## src/rtl/fe_fifo_writer.sv

```systemverilog
// fe_fifo_writer: packs sniffed bytes and status events into 18-bit sniff-FIFO
// words {cmd[1:0], delta[7:0], payload[7:0]}. It inserts START/OVERFLOW stream
// markers and TIME ticks, and drops and counts events under FIFO back-pressure.
//
// Ports:
//   cwusb_clk      clock
//   reset_i        asynchronous active-high reset
//   I_arm          capture enable (level); a rising edge starts a new capture
//   I_data_valid   one-cycle strobe qualifying I_data
//   I_data         sniffed byte
//   I_stat_valid   one-cycle strobe qualifying I_stat
//   I_stat         status code
//   I_fifo_afull   FIFO has fewer than 2 free entries
//   O_fifo_wr      FIFO write enable (registered)
//   O_fifo_data    FIFO write word (registered)
//   O_overflow     sticky drop flag, cleared on an arm rising edge
//   O_drop_count   saturating dropped-event count, cleared on an arm rising edge
module fe_fifo_writer #(
  parameter int unsigned pTIME_WIDTH = 8,
  parameter int unsigned pDROP_WIDTH = 16
) (
  input  logic                   cwusb_clk,
  input  logic                   reset_i,
  input  logic                   I_arm,
  input  logic                   I_data_valid,
  input  logic [7:0]             I_data,
  input  logic                   I_stat_valid,
  input  logic [7:0]             I_stat,
  input  logic                   I_fifo_afull,
  output logic                   O_fifo_wr,
  output logic [17:0]            O_fifo_data,
  output logic                   O_overflow,
  output logic [pDROP_WIDTH-1:0] O_drop_count
);

  localparam int unsigned TW   = pTIME_WIDTH;
  localparam int unsigned DW   = pDROP_WIDTH;
  localparam int unsigned DWP1 = pDROP_WIDTH + 1;

  localparam logic [1:0] CMD_DATA = 2'd0;
  localparam logic [1:0] CMD_TIME = 2'd1;
  localparam logic [1:0] CMD_STAT = 2'd2;
  localparam logic [1:0] CMD_STRM = 2'd3;

  localparam logic [7:0] STRM_START = 8'h02;
  localparam logic [7:0] STRM_OVFL  = 8'h03;

  localparam logic [TW-1:0] TIME_MAX = '1;
  localparam logic [DW-1:0] DROP_MAX = '1;

  typedef enum logic [1:0] {
    ST_IDLE,
    ST_START,
    ST_CAPTURE,
    ST_OVFL
  } state_t;

  state_t         state_q, state_d;
  logic           arm_q, arm_d;
  logic           wr_q, wr_d;
  logic [17:0]    data_q, data_d;
  logic           ovf_q, ovf_d;
  logic [DW-1:0]  drop_q, drop_d;
  logic [TW-1:0]  time_q, time_d;
  logic           hold_vld_q, hold_vld_d;
  logic [7:0]     hold_q, hold_d;

  logic [1:0]     drop_inc;
  logic [DW:0]    drop_sum;
  logic [TW-1:0]  time_inc;
  logic           tick;
  logic           stat_evt;
  logic [7:0]     stat_payload;
  logic           need_wr;

  // Next-state, write-word and bookkeeping decisions for the current cycle.
  always_comb begin
    state_d    = state_q;
    arm_d      = I_arm;
    wr_d       = 1'b0;
    data_d     = data_q;
    ovf_d      = ovf_q;
    drop_d     = drop_q;
    time_d     = time_q;
    hold_vld_d = hold_vld_q;
    hold_d     = hold_q;
    drop_inc   = 2'd0;
    drop_sum   = '0;

    tick         = (time_q == TIME_MAX);
    // Saturating increment: the count never wraps while a write is blocked.
    time_inc     = tick ? time_q : time_q + TW'(1);
    // A held STAT goes out ahead of a newly arriving one to keep the order.
    stat_evt     = I_stat_valid | hold_vld_q;
    stat_payload = hold_vld_q ? hold_q : I_stat;
    need_wr      = I_data_valid | stat_evt | tick;

    if (!I_arm) begin
      state_d    = ST_IDLE;
      hold_vld_d = 1'b0;
      time_d     = '0;
    end else begin
      unique case (state_q)
        ST_IDLE: begin
          if (!arm_q) begin
            state_d = ST_START;
            ovf_d   = 1'b0;
            drop_d  = '0;
            time_d  = '0;
          end
        end

        ST_START: begin
          if (!I_fifo_afull) begin
            wr_d    = 1'b1;
            data_d  = {CMD_STRM, 8'h00, STRM_START};
            time_d  = '0;
            state_d = ST_CAPTURE;
          end else begin
            time_d = time_inc;
          end
        end

        ST_CAPTURE: begin
          if (need_wr && I_fifo_afull) begin
            // Triggering events and any held STAT are lost on entry to OVFL.
            state_d    = ST_OVFL;
            drop_inc   = 2'(I_data_valid) + 2'(I_stat_valid) + 2'(hold_vld_q);
            hold_vld_d = 1'b0;
            time_d     = time_inc;
          end else if (I_data_valid) begin
            wr_d   = 1'b1;
            data_d = {CMD_DATA, 8'(time_q), I_data};
            time_d = '0;
            if (I_stat_valid) begin
              if (hold_vld_q) begin
                drop_inc = 2'd1;
              end
              hold_vld_d = 1'b1;
              hold_d     = I_stat;
            end
          end else if (stat_evt) begin
            wr_d       = 1'b1;
            data_d     = {CMD_STAT, 8'(time_q), stat_payload};
            time_d     = '0;
            // Only a held STAT plus a new strobe leaves something in the hold.
            hold_vld_d = hold_vld_q & I_stat_valid;
            if (I_stat_valid) begin
              hold_d = I_stat;
            end
          end else if (tick) begin
            wr_d   = 1'b1;
            data_d = {CMD_TIME, 8'h00, 8'hFF};
            time_d = '0;
          end else begin
            time_d = time_inc;
          end
        end

        ST_OVFL: begin
          drop_inc = 2'(I_data_valid) + 2'(I_stat_valid);
          if (!I_fifo_afull) begin
            wr_d    = 1'b1;
            data_d  = {CMD_STRM, 8'h00, STRM_OVFL};
            time_d  = '0;
            state_d = ST_CAPTURE;
          end else begin
            time_d = time_inc;
          end
        end

        default: state_d = ST_IDLE;
      endcase
    end

    if (drop_inc != 2'd0) begin
      ovf_d    = 1'b1;
      drop_sum = {1'b0, drop_q} + DWP1'(drop_inc);
      drop_d   = drop_sum[DW] ? DROP_MAX : drop_sum[DW-1:0];
    end
  end

  // State and output registers.
  always_ff @(posedge cwusb_clk or posedge reset_i) begin
    if (reset_i) begin
      state_q    <= ST_IDLE;
      arm_q      <= 1'b0;
      wr_q       <= 1'b0;
      data_q     <= '0;
      ovf_q      <= 1'b0;
      drop_q     <= '0;
      time_q     <= '0;
      hold_vld_q <= 1'b0;
      hold_q     <= '0;
    end else begin
      state_q    <= state_d;
      arm_q      <= arm_d;
      wr_q       <= wr_d;
      data_q     <= data_d;
      ovf_q      <= ovf_d;
      drop_q     <= drop_d;
      time_q     <= time_d;
      hold_vld_q <= hold_vld_d;
      hold_q     <= hold_d;
    end
  end

  assign O_fifo_wr    = wr_q;
  assign O_fifo_data  = data_q;
  assign O_overflow   = ovf_q;
  assign O_drop_count = drop_q;

endmodule

```

## config.mk

```make
export PLATFORM = sky130hd
export DESIGN_NAME = fe_fifo_writer
export DESIGN_NICKNAME = d
export VERILOG_FILES = /design/src/rtl/fe_fifo_writer.sv
export SDC_FILE = /design/constraint.sdc
export NUM_CORES = 1
export LEC_CHECK = 0
export ABC_CLOCK_PERIOD_IN_PS = 5700
export BUFFER_PORTS_ARGS = -buffer_cell sky130_fd_sc_hd__buf_4
export CORE_MARGIN = 2
export CORE_UTILIZATION = 45
export DETAILED_ROUTE_END_ITERATION = 10
export PLACE_DENSITY = 0.7
export SLEW_MARGIN = 5
export SYNTH_ARGS = -nofsm -noshare
export SYNTH_HDL_FRONTEND = slang
export SYNTH_SLANG_ARGS = --single-unit
```

## constraint.sdc

```tcl
create_clock -name cwusb_clk -period 5.7 [get_ports cwusb_clk]
set_clock_uncertainty 0.15 [all_clocks]
set_input_delay 1.14 -clock cwusb_clk [delete_from_list [all_inputs] [get_ports cwusb_clk]]
set_output_delay 1.14 -clock cwusb_clk [all_outputs]
set_load 0.01 [all_outputs]
```

==> results of run 1 <==
power groups by stage:
stage	sequential (mW)	clock (mW)	combinational (mW)
6_report	0.440	0.219	0.120
4_1_cts	0.440	0.227	0.121
5_1_grt	0.444	0.240	0.134
2_1_floorplan	0.446	0	0.0755
3_3_place_gp	0.447	0	0.119
3_5_place_dp	0.448	0	0.121
final cells by class:
class | instances | area, µm²
inverter | 14 | 55.1
tap | 80 | 100
fill | 627 | 3080
clock inverter | 2 | 16.3
sequential | 56 | 1400
multi-input combinational | 230 | 1550
timing repair buffer | 59 | 443
clock buffer | 6 | 72.6
flip-flops by register name, indices dropped and copies added (netlist names):
name,cells
O_fifo_wr,1
O_overflow,1
O_fifo_data,18
hold_q,8
state_q,2
O_drop_count,16
arm_q,1
time_q,8
hold_vld_q,1
cell usage after synthesis, types with 2 or more instances:
cell type | instances | share of area
o211ai_1 | 3 | 0.0073
a22o_1 | 11 | 0.031
inv_1 | 12 | 0.015
or2_2 | 2 | 0.0041
a311oi_1 | 6 | 0.017
and2_1 | 4 | 0.0081
and4b_1 | 2 | 0.0065
buf_4 | 2 | 0.0049
a211oi_1 | 4 | 0.0098
a41oi_1 | 3 | 0.0085
nand2b_1 | 3 | 0.0061
nor2_1 | 23 | 0.028
a21oi_1 | 24 | 0.039
a31o_2 | 2 | 0.0057
nor3b_1 | 7 | 0.017
clkbuf_1 | 8 | 0.0098
o21ai_1 | 2 | 0.0033
and3_1 | 6 | 0.012
a31oi_1 | 7 | 0.014
dfrtp_1 | 56 | 0.46
mux2_2 | 12 | 0.044
and4_1 | 3 | 0.0085
nor3_1 | 15 | 0.024
mux2_1 | 3 | 0.011
nand4_1 | 5 | 0.010
nand3_1 | 8 | 0.013
buf_2 | 3 | 0.0049
nor2b_1 | 8 | 0.016
nand2_1 | 21 | 0.026
o21ai_0 | 14 | 0.023
fa_1 | 2 | 0.013
mux2i_1 | 2 | 0.0065
ha_1 | 5 | 0.020
a21o_1 | 5 | 0.012
kinds of logic after synthesis:
| kind of cell | Yosys count | share of synthesized area |
|---|---|---|
| fa+ha+maj | 7 | 0.0333 |
| buf+inv | 29 | 0.0402 |
| mux | 17 | 0.0614 |
| simple gates | 113 | 0.200 |
| flops | 56 | 0.455 |
| xor+xnor | 1 | 0.00284 |
| compound gates | 92 | 0.208 |
per-stage QoR:
step                cells  hold slack, ns  power, mW  setup WS [ns]  utilization
detailed placement    439           0.326      0.569           1.29        0.529
global route          447           0.358      0.818           1.32        0.542
floorplan             315           0.300      0.522           1.77            -
CTS                   447           0.349      0.788           1.58        0.542
finish                447           0.341      0.779           1.56        0.542
global placement      439           0.320      0.566           1.37        0.529
layer usage:
metal | part of all wire | GRT usage
met5 | 0 | 0
met4 | 0.011 | 0.0568
met3 | 0.043 | 0.0333
met2 | 0.47 | 0.306
met1 | 0.48 | 0.257
how the worst max path moves through the flow:
stage,startpoint,to,cells past startpoint
after floorplan,I_data_valid,O_drop_count[9],12
after global placement,I_data_valid,O_drop_count[9],12
after detailed placement,I_data_valid,O_drop_count[9],12
after CTS,I_data_valid,O_drop_count[11],12
after global routing,I_data_valid,O_drop_count[11],12
final,I_data_valid,O_drop_count[11],12
==> metrics.csv, run 1 <==
stage;metric;value;unit
cells_and_area;antennaDiodeCount;0;
pwr;swShare;0.271;
yosys;syn_avg_cell_area;9.78;µm²
drt;firstDrtPassIters;4;
timing;fin_crit_sh;0.727;
run_status;status;complete, no violations;
yosys;yosys_register_bits;56;
grt;grt_pass1_vias;2475;
timing;tightest_slew;0.795;ns
pwr;p_int;0.568;mW
pwr;power.share.sequential;0.565;
cts;cts_tree;yes;
critical_path;cp_top_family;simple AND/OR/NAND/NOR gates;
critical_path;cp-end-kind;register;
die;core_area;6720;µm²
yosys;synth-edff-count;0;
pwr;power_frac_clock;0.281;
worst_hold_path;holdPathStages;1;
drt;antenna_left;0;
timing;hold_viol_final;0;
cts;postCtsHoldBufs;0;
critical_path;ff2ff_path_depth;13;
placed_design;dpl.hpwl;4810;µm
critical_path;r2r_end;O_drop_count[11];
cells_and_area;drive_gt1_frac;0.245;
cells_and_area;final_cell_mix;59 x buf_4, 56 x dfrtp_1, 24 x a21oi_1;
flow_run;max_cap_viol_count;0;
timing;finalSetupViolCount;0;
critical_path;r2r_slack;1.82;ns
cells_and_area;area_delta_synth_final;18.3;%
cts;htreeDepth;2;
critical_path;arrival;4.20;ns
yosys;ys_types;56;
die;die_h;86.7;µm
timing;fin_crit;4.14;ns
grt;antenna_found_initial;0;
drt;wl_per_cell;15.1;µm
cts;clock_latency;0.32;ns
cts;postCtsSetupBuffers;0;
placed_design;dpl_cell_area;3550;µm²
critical_path;slowest_stage;fa_1;
grt;grt_max_degree;57;
yosys;synth-main-ff-cell;dfrtp_1;
drt;dr_total_vias;2543;
grt;grtUsageTotal;0.188;
timing;tns;0;ns
die;die_w;86.7;µm
die;initial_utilization;0.458;
worst_hold_path;holdPathEnd;O_overflow;
critical_path;cp_common_cell;fa_1;
yosys;ys.warnings.count;0;
cells_and_area;design_area;3640;µm²
critical_path;crit_buf_inv;2;
die;ios;58;
cts;clk_pin_slew;0.09;ns
critical_path;critical_path.max_fanout;22;
cts;clock_path_buffers;2;
die;die_area;7520;µm²
drt;via_per_inst;5.69;
worst_hold_path;min_path_type;reg -> reg;
yosys;synthesis.area;3080;µm²
critical_path;critPathRequiredTime;5.76;ns
yosys;async_flop_share;1.00;
placed_design;portBuffers;57;
yosys;syn_nets;344;
timing;max_freq;241;MHz
pwr;power.leakage;1.69;nW
cts;cts_root_buffer;clkbuf_8;
cells_and_area;layout_commonest_cell;buf_4;
critical_path;rr_startpoint;time_q[0];
yosys;syn_inst;315;
drt;drtIter0Drc;134;
cts;cts.sinks;56;
worst_hold_path;hold_start;O_overflow;
critical_path;worstSetupPathType;in -> reg;
pwr;power-per-cell-area;214;nW/µm²
grt;grt_pass1_wl;11400;µm
critical_path;max_stage_delay;0.59;ns
timing;drv_slew;0;
grt;overflow;0;
pwr;p_comb_frac;0.154;
timing;maxSlewHeadroom;0.466;
critical_path;critPathLaunchType;input pin;
placed_design;place_congestion;0.874;
yosys;ys_seq_area_frac;0.455;
drt;wl;6750;µm
pwr;ir_drop;0.0945;mV
cells_and_area;layout.nets;395;
cts;cts_buffers;5;
timing;grt_setup_unrepaired;false;
critical_path;crit_path_cell_trace;buf_4 > fa_1 > a211oi_1 > nor3b_1 > ha_1 > inv_1 > fa_1 > and4b_1 > and2_1 > and3_1 > nor3_1 > a311oi_1;
die;rows;30;
cts;cts_resized;0;
pwr;switchingPower;0.211;mW
drt;drc;0;
(Power assumes the default switching activity.)
==> run 2: changes to the inputs <==
- ABC_CLOCK_PERIOD_IN_PS: 5700 -> 3900
- clock period: 5.7 -> 3.9 ns (I/O delays scaled with it)
==> run 2 against run 1 <==
Design area is 1.9% higher. Sequential cell count stayed put. Sequential power is 46% higher. First-iteration DRC count is 23% higher. Critical endpoint is now O_drop_count[13]. Largest power group unchanged.
==> metrics.csv, run 2 (same netlist as run 1, synthesis figures left out) <==
stage;metric;value;unit;change
run_status;status;complete, no violations;;
drt;wl;7110;µm;+5.3%
cells_and_area;final_cell_mix;65 x buf_4, 56 x dfrtp_1, 24 x a21oi_1;;
die;die_h;86.7;µm;unchanged
timing;fin_crit_sh;0.907;;
critical_path;startpoint;time_q[0];;
die;initial_utilization;0.458;;unchanged
critical_path;critPathRequiredTime;3.96;ns;-1.80 ns
cells_and_area;largest_reg_flops;18;;unchanged
timing;finalSetupViolCount;0;;unchanged
timing;drv_slew;0;;unchanged
timing;hold_slack;0.339;ns;-0.00176 ns
drt;routed.top_layer;met4;;
grt;grt_pass1_vias;2533;;+2.3%
critical_path;rr_startpoint;time_q[0];;
pwr;power-per-cell-area;326;nW/µm²;+53%
cts;clk_pin_slew;0.10;ns;about the same
timing;fin_crit;3.54;ns;
critical_path;r2r_slack;0.36;ns;-1.46 ns
critical_path;r2r_end;O_drop_count[13];;
flow_run;max_cap_viol_count;0;;unchanged
cells_and_area;area_delta_synth_final;20.5;%;
worst_hold_path;hold_start;O_overflow;;
die;core_area;6720;µm²;unchanged
critical_path;max_stage_delay;0.45;ns;-0.14 ns
placed_design;place_congestion;0.852;;-2.5%
worst_hold_path;min_path_type;reg -> reg;;
cells_and_area;fillers;633;;+0.96%
cts;cts_resized;0;;unchanged
cts;clock_path_buffers;2;;unchanged
placed_design;dpl.hpwl;5210;µm;+8.3%
critical_path;cp_common_cell;ha_1;;
cells_and_area;drive_gt1_frac;0.257;;+0.0121
timing;max_freq;283;MHz;
timing;tightest_slew;0.796;ns;+0.000865 ns
drt;via_per_inst;5.74;;+0.89%
pwr;ir_drop;0.240;mV;+150%
cts;cts.sinks;56;;unchanged
critical_path;crit_path_cell_trace;ha_1 > nand4_2 > o22ai_1 > a211oi_1 > nor3b_1 > ha_1 > inv_1 > fa_1 > and4b_1 > and2_1 > and3_1 > nor3_1 > a311oi_1;;
drt;drt-met1-wl;3380;µm;+5.4%
placed_design;portBuffers;57;;unchanged
die;rows;30;;unchanged
pwr;power.leakage;1.74;nW;+2.6%
critical_path;arrival;3.60;ns;-0.60 ns
grt;antenna_found_initial;0;;unchanged
critical_path;cp-end-kind;register;;
cts;htreeDepth;2;;unchanged
cts;postCtsHoldBufs;0;;unchanged
timing;hold_viol_final;0;;unchanged
critical_path;critical_path.max_fanout;5;;-77%
grt;grt_pass1_wl;11800;µm;+3.6%
drt;dr_total_vias;2600;;+2.2%
cts;postCtsSetupBuffers;0;;unchanged
grt;overflow;0;;unchanged
cells_and_area;layout.nets;401;;+1.5%
pwr;power;1.21;mW;+55%
cts;cts_root_buffer;clkbuf_8;;
drt;wl_per_cell;15.7;µm;+3.9%
timing;grt_setup_unrepaired;false;;
cts;cts_tree;yes;;
cts;clock_latency;0.32;ns;about the same
worst_hold_path;holdPathStages;1;;unchanged
die;ios;58;;unchanged
die;die_w;86.7;µm;unchanged
drt;antenna_left;0;;unchanged
grt;grtUsageTotal;0.196;;+0.00753
die;die_area;7520;µm²;unchanged
worst_hold_path;holdPathEnd;O_overflow;;
drt;drtIter0Drc;165;;+23%
drt;drc;0;;unchanged
drt;firstDrtPassIters;4;;unchanged
grt;grt_max_degree;35;;-39%
critical_path;worstSetupPathType;reg -> reg;;
critical_path;critPathLaunchType;register;;
cells_and_area;layout_commonest_cell;buf_4;;
critical_path;ff2ff_path_depth;13;;unchanged
drt;dr_wl_met3;270;µm;-7.8%
critical_path;slowest_stage;dfrtp_1;;
cts;cts_buffers;5;;unchanged
drt;wl_met2;3370;µm;+6.1%
timing;maxSlewHeadroom;0.465;;-0.000582
cells_and_area;antennaDiodeCount;0;;unchanged
timing;tns;0;ns;unchanged
## run 2: area by class of cell
cell class	instances	area [µm²]	share of cell area
multi-input combinational	230	1550	0.419
tap	80	100	0.0270
timing repair buffer	65	488	0.132
clock buffer	6	72.6	0.0196
clock inverter	2	38.8	0.0105
inverter	14	55.1	0.0148
sequential	56	1400	0.378
## run 2: how the worst max path moves through the flow
stage                                  end  slack, ns
after floorplan            O_drop_count[9]       0.33
after global placement     O_drop_count[9]       0.18
after detailed placement  O_drop_count[13]       0.05
after CTS                 O_drop_count[13]       0.32
after global routing      O_drop_count[13]       0.07
final                     O_drop_count[13]       0.36
## run 2: where the power goes
part / internal, mW / switching (mW)
Sequential: 0.617 / 0.0248
Clock: 0.194 / 0.193
Combinational: 0.0863 / 0.0942
## run 2: critical path, delay by kind of cell, from the launching register on
family	cells	cell delay, ns
adders and majority gates	3	0.87
DFF	1	0.45
buffers and inverters	1	0.06
and+or+nand+nor	6	1.20
AOI/OAI and AO/OA	3	0.70
## run 2: metal layers
layer,track usage,vias up
met5,0,-
met4,0.0540,0
met3,0.0390,8
met2,0.326,65
met1,0.260,1237
li1,-,1290
## run 2: metrics by stage
step / cell area (µm²) / std cells / worst slack [ns] / util
2_1_floorplan: 3080 / 315 / 0.330 / -
3_3_place_gp: 3600 / 445 / 0.184 / 0.536
3_5_place_dp: 3600 / 445 / 0.0513 / 0.536
4_1_cts: 3710 / 453 / 0.319 / 0.552
5_1_grt: 3710 / 453 / 0.0709 / 0.552
6_report: 3710 / 453 / 0.362 / 0.552
==> run 3: changes to the inputs <==
- ABC_AREA: unset -> 1
- ABC_CLOCK_PERIOD_IN_PS: 3900 -> 4100
- clock period: 3.9 -> 4.1 ns (I/O delays scaled with it)
==> run 3 against run 2 <==
First-iteration DRC count down 22%. Via count increased by 4.6%. Core utilization fell by 0.61 points. Synthesized area hardly changed. Non-clock buffer count down 4. Clock-buffer cell count decreased by 1. Synthesized cell count is 21% higher. Setup slack improved by 0.20 ns. Fmax barely moved. Routed wire length decreased by 7.3%. Critical path type unchanged. Highest routed layer unchanged.
==> metrics.csv, run 3 <==
stage;metric;value;unit;change
cts;cts_root_buffer;clkbuf_8;;
placed_design;portBuffers;57;;unchanged
timing;fin_crit_sh;0.863;;-0.0440
cells_and_area;multi_input_area;1440;µm²;-7.2%
drt;via_per_inst;5.24;;-8.7%
cells_and_area;layout.nets;469;;+17%
cts;htreeDepth;2;;unchanged
placed_design;place_inst;513;;+15%
yosys;synth-edff-count;0;;unchanged
cts;postCtsSetupBuffers;0;;unchanged
critical_path;r2r_slack;0.56;ns;+0.20 ns
cts;clock_path_buffers;2;;unchanged
cells_and_area;final_util;0.546;;-0.00615
grt;grtUsageTotal;0.193;;-0.00273
die;core_area;6720;µm²;unchanged
yosys;async_flop_share;1.00;;unchanged
cts;clk_pin_slew;0.10;ns;about the same
cts;cts_tree;yes;;
critical_path;worstSetupPathType;reg -> reg;;
cts;cts_resized;0;;unchanged
cts;clock_latency;0.32;ns;about the same
die;ios;58;;unchanged
yosys;ys_seq_area_frac;0.455;;about the same
timing;drv_slew;0;;unchanged
timing;tightest_slew;0.672;ns;-0.123 ns
yosys;yosys_register_bits;56;;unchanged
yosys;yosys-top-cells-area;dfrtp_1 46%, nand2_1 13%, o21ai_0 7.3%, inv_1 5.4%, nor2_1 3.4%;;
die;initial_utilization;0.458;;about the same
pwr;power-per-cell-area;316;nW/µm²;-3.1%
critical_path;cp-end-kind;register;;
yosys;synthesis.area;3080;µm²;about the same
cts;cts.sinks;56;;unchanged
grt;grt_pass1_wl;11700;µm;-0.77%
critical_path;critPathRequiredTime;4.22;ns;+0.26 ns
cts;cts_buffers;5;;unchanged
drt;drtIter0Drc;129;;-22%
yosys;ys_top_cells_by_count;103 x nand2_1, 56 x dfrtp_1, 45 x o21ai_0;;
timing;hold_viol_final;0;;unchanged
drt;dr_total_vias;2720;;+4.6%
yosys;synth-main-ff-cell;dfrtp_1;;
critical_path;arrival;3.66;ns;+0.06 ns
cells_and_area;layout_commonest_cell;nand2_1;;
timing;finalSetupViolCount;0;;unchanged
pwr;power.leakage;1.87;nW;+7.8%
drt;wl_per_cell;12.7;µm;-19%
pwr;power;1.16;mW;-4.1%
cells_and_area;antennaDiodeCount;0;;unchanged
yosys;synth_top_area_share;0.455;;about the same
placed_design;place_congestion;0.868;;+1.8%
grt;overflow;0;;unchanged
pwr;ir_drop;0.159;mV;-34%
die;die_h;86.7;µm;about the same
placed_design;dpl.hpwl;4890;µm;-6.1%
die;rows;30;;unchanged
cells_and_area;design_area;3670;µm²;-1.1%
cells_and_area;drive_gt1_frac;0.194;;-0.0638
yosys;syn_nets;411;;+19%
cells_and_area;largest_reg_flops;18;;unchanged
die;die_w;86.7;µm;about the same
cells_and_area;final_cell_mix;103 x nand2_1, 61 x buf_4, 56 x dfrtp_1;;
flow_run;max_cap_viol_count;0;;unchanged
yosys;ys_types;36;;-36%
critical_path;critPathLaunchType;register;;
yosys;synth.most_common_cell;nand2_1;;
run_status;status;complete, no violations;;
cts;postCtsHoldBufs;0;;unchanged
cells_and_area;seq_area;1400;µm²;unchanged
timing;fin_crit;3.54;ns;+0.00119 ns
timing;max_freq;283;MHz;about the same
timing;grt_setup_unrepaired;false;;
grt;antenna_found_initial;0;;unchanged
placed_design;preCtsSetupSlack;0.234;ns;+0.183 ns
timing;setup_ws;0.560;ns;+0.199 ns
worst_hold_path;min_path_type;reg -> reg;;
yosys;yosys.area.top_type;dfrtp_1;;
critical_path;critical_path.max_fanout;20;;+15
cells_and_area;area_delta_synth_final;19.2;%;
timing;tns;0;ns;unchanged
yosys;ys.warnings.count;0;;unchanged
yosys;syn_avg_cell_area;8.06;µm²;-18%
yosys;syn_inst;382;;+21%
drt;firstDrtPassIters;4;;unchanged
drt;wl;6590;µm;-7.3%
timing;maxSlewHeadroom;0.551;;+0.0860
timing;hold_slack;0.334;ns;-0.00515 ns
grt;grt_max_degree;32;;-8.6%
drt;drc;0;;unchanged
die;die_area;7520;µm²;about the same
cells_and_area;fillers;633;;unchanged
grt;grt_pass1_vias;2547;;+0.55%
drt;antenna_left;0;;unchanged
placed_design;dpl_cell_area;3570;µm²;-0.80%
cells_and_area;instances_no_fill;519;;+15%
## run 3: changes by cell type in the layout (fill, tap and decap cells not counted), moves of 11 or more
cell,change
nand2_1,+82
a22o_1,-11
a21oi_1,-17
mux2_2,-12
o21ai_0,+31
nor3_1,-11
inv_1,+32
## run 3: layer usage
metal  vias up  GRT usage  routed length [µm]
met5         -          0                   0
met4         0     0.0540                  66
met3         7     0.0362                 302
met2        61      0.307                3000
met1      1276      0.270                3220
li1       1376          -                   -
## run 3: area by class of cell
type                       instances  share of cell area
multi-input combinational        271               0.393
sequential                        56               0.382
timing repair buffer              61               0.125
inverter                          45              0.0460
tap                               80              0.0273
clock buffer                       5              0.0188
clock inverter                     1             0.00819
## run 3: final timing paths
check | from | endpoint | cells past startpoint
hold reg to reg | O_overflow | O_overflow | 2
min in group asynchronous | reset_i | O_drop_count[15] | 2
setup / recovery | hold_vld_q | O_drop_count[14] | 21
hold / removal | O_overflow | O_overflow | 2
max in group asynchronous | reset_i | time_q[6] | 3
setup reg to reg | hold_vld_q | O_drop_count[14] | 21
## run 3: critical path, cell delays in order, from the launching register on
cell      delay, ns
dfrtp_1        0.61
fa_1           0.58
inv_1          0.04
nand3_1        0.08
nand3_1        0.09
nand2_1        0.08
nand2_2        0.07
inv_1          0.06
ha_1           0.15
inv_1          0.05
fa_1           0.39
inv_1          0.07
nand3_1        0.09
nor2_1         0.15
nand2_1        0.10
nor2_1         0.15
inv_1          0.08
nor2_1         0.16
nand4_1        0.13
nand3b_1       0.11
nand2_1        0.05
nand2_1        0.06
## run 3: where the power goes
| part | switching, mW | total [mW] | leakage [nW] | internal (mW) |
|---|---|---|---|---|
| Combinational | 0.103 | 0.183 | 1.07 | 0.0807 |
| Sequential | 0.0268 | 0.625 | 0.754 | 0.598 |
| Clock | 0.176 | 0.352 | 0.0501 | 0.176 |
## run 3: cells by family (layout without fill, tap and decap cells)
group	Yosys count	count (layout)	share of synthesized area
buffers and inverters	55	112	0.0764
AO/OA/AOI/OAI	78	78	0.148
XOR/XNOR	13	13	0.0370
AND/OR/NAND/NOR	173	173	0.250
flip-flops	56	56	0.455
adder cells (fa/ha/maj)	7	7	0.0333
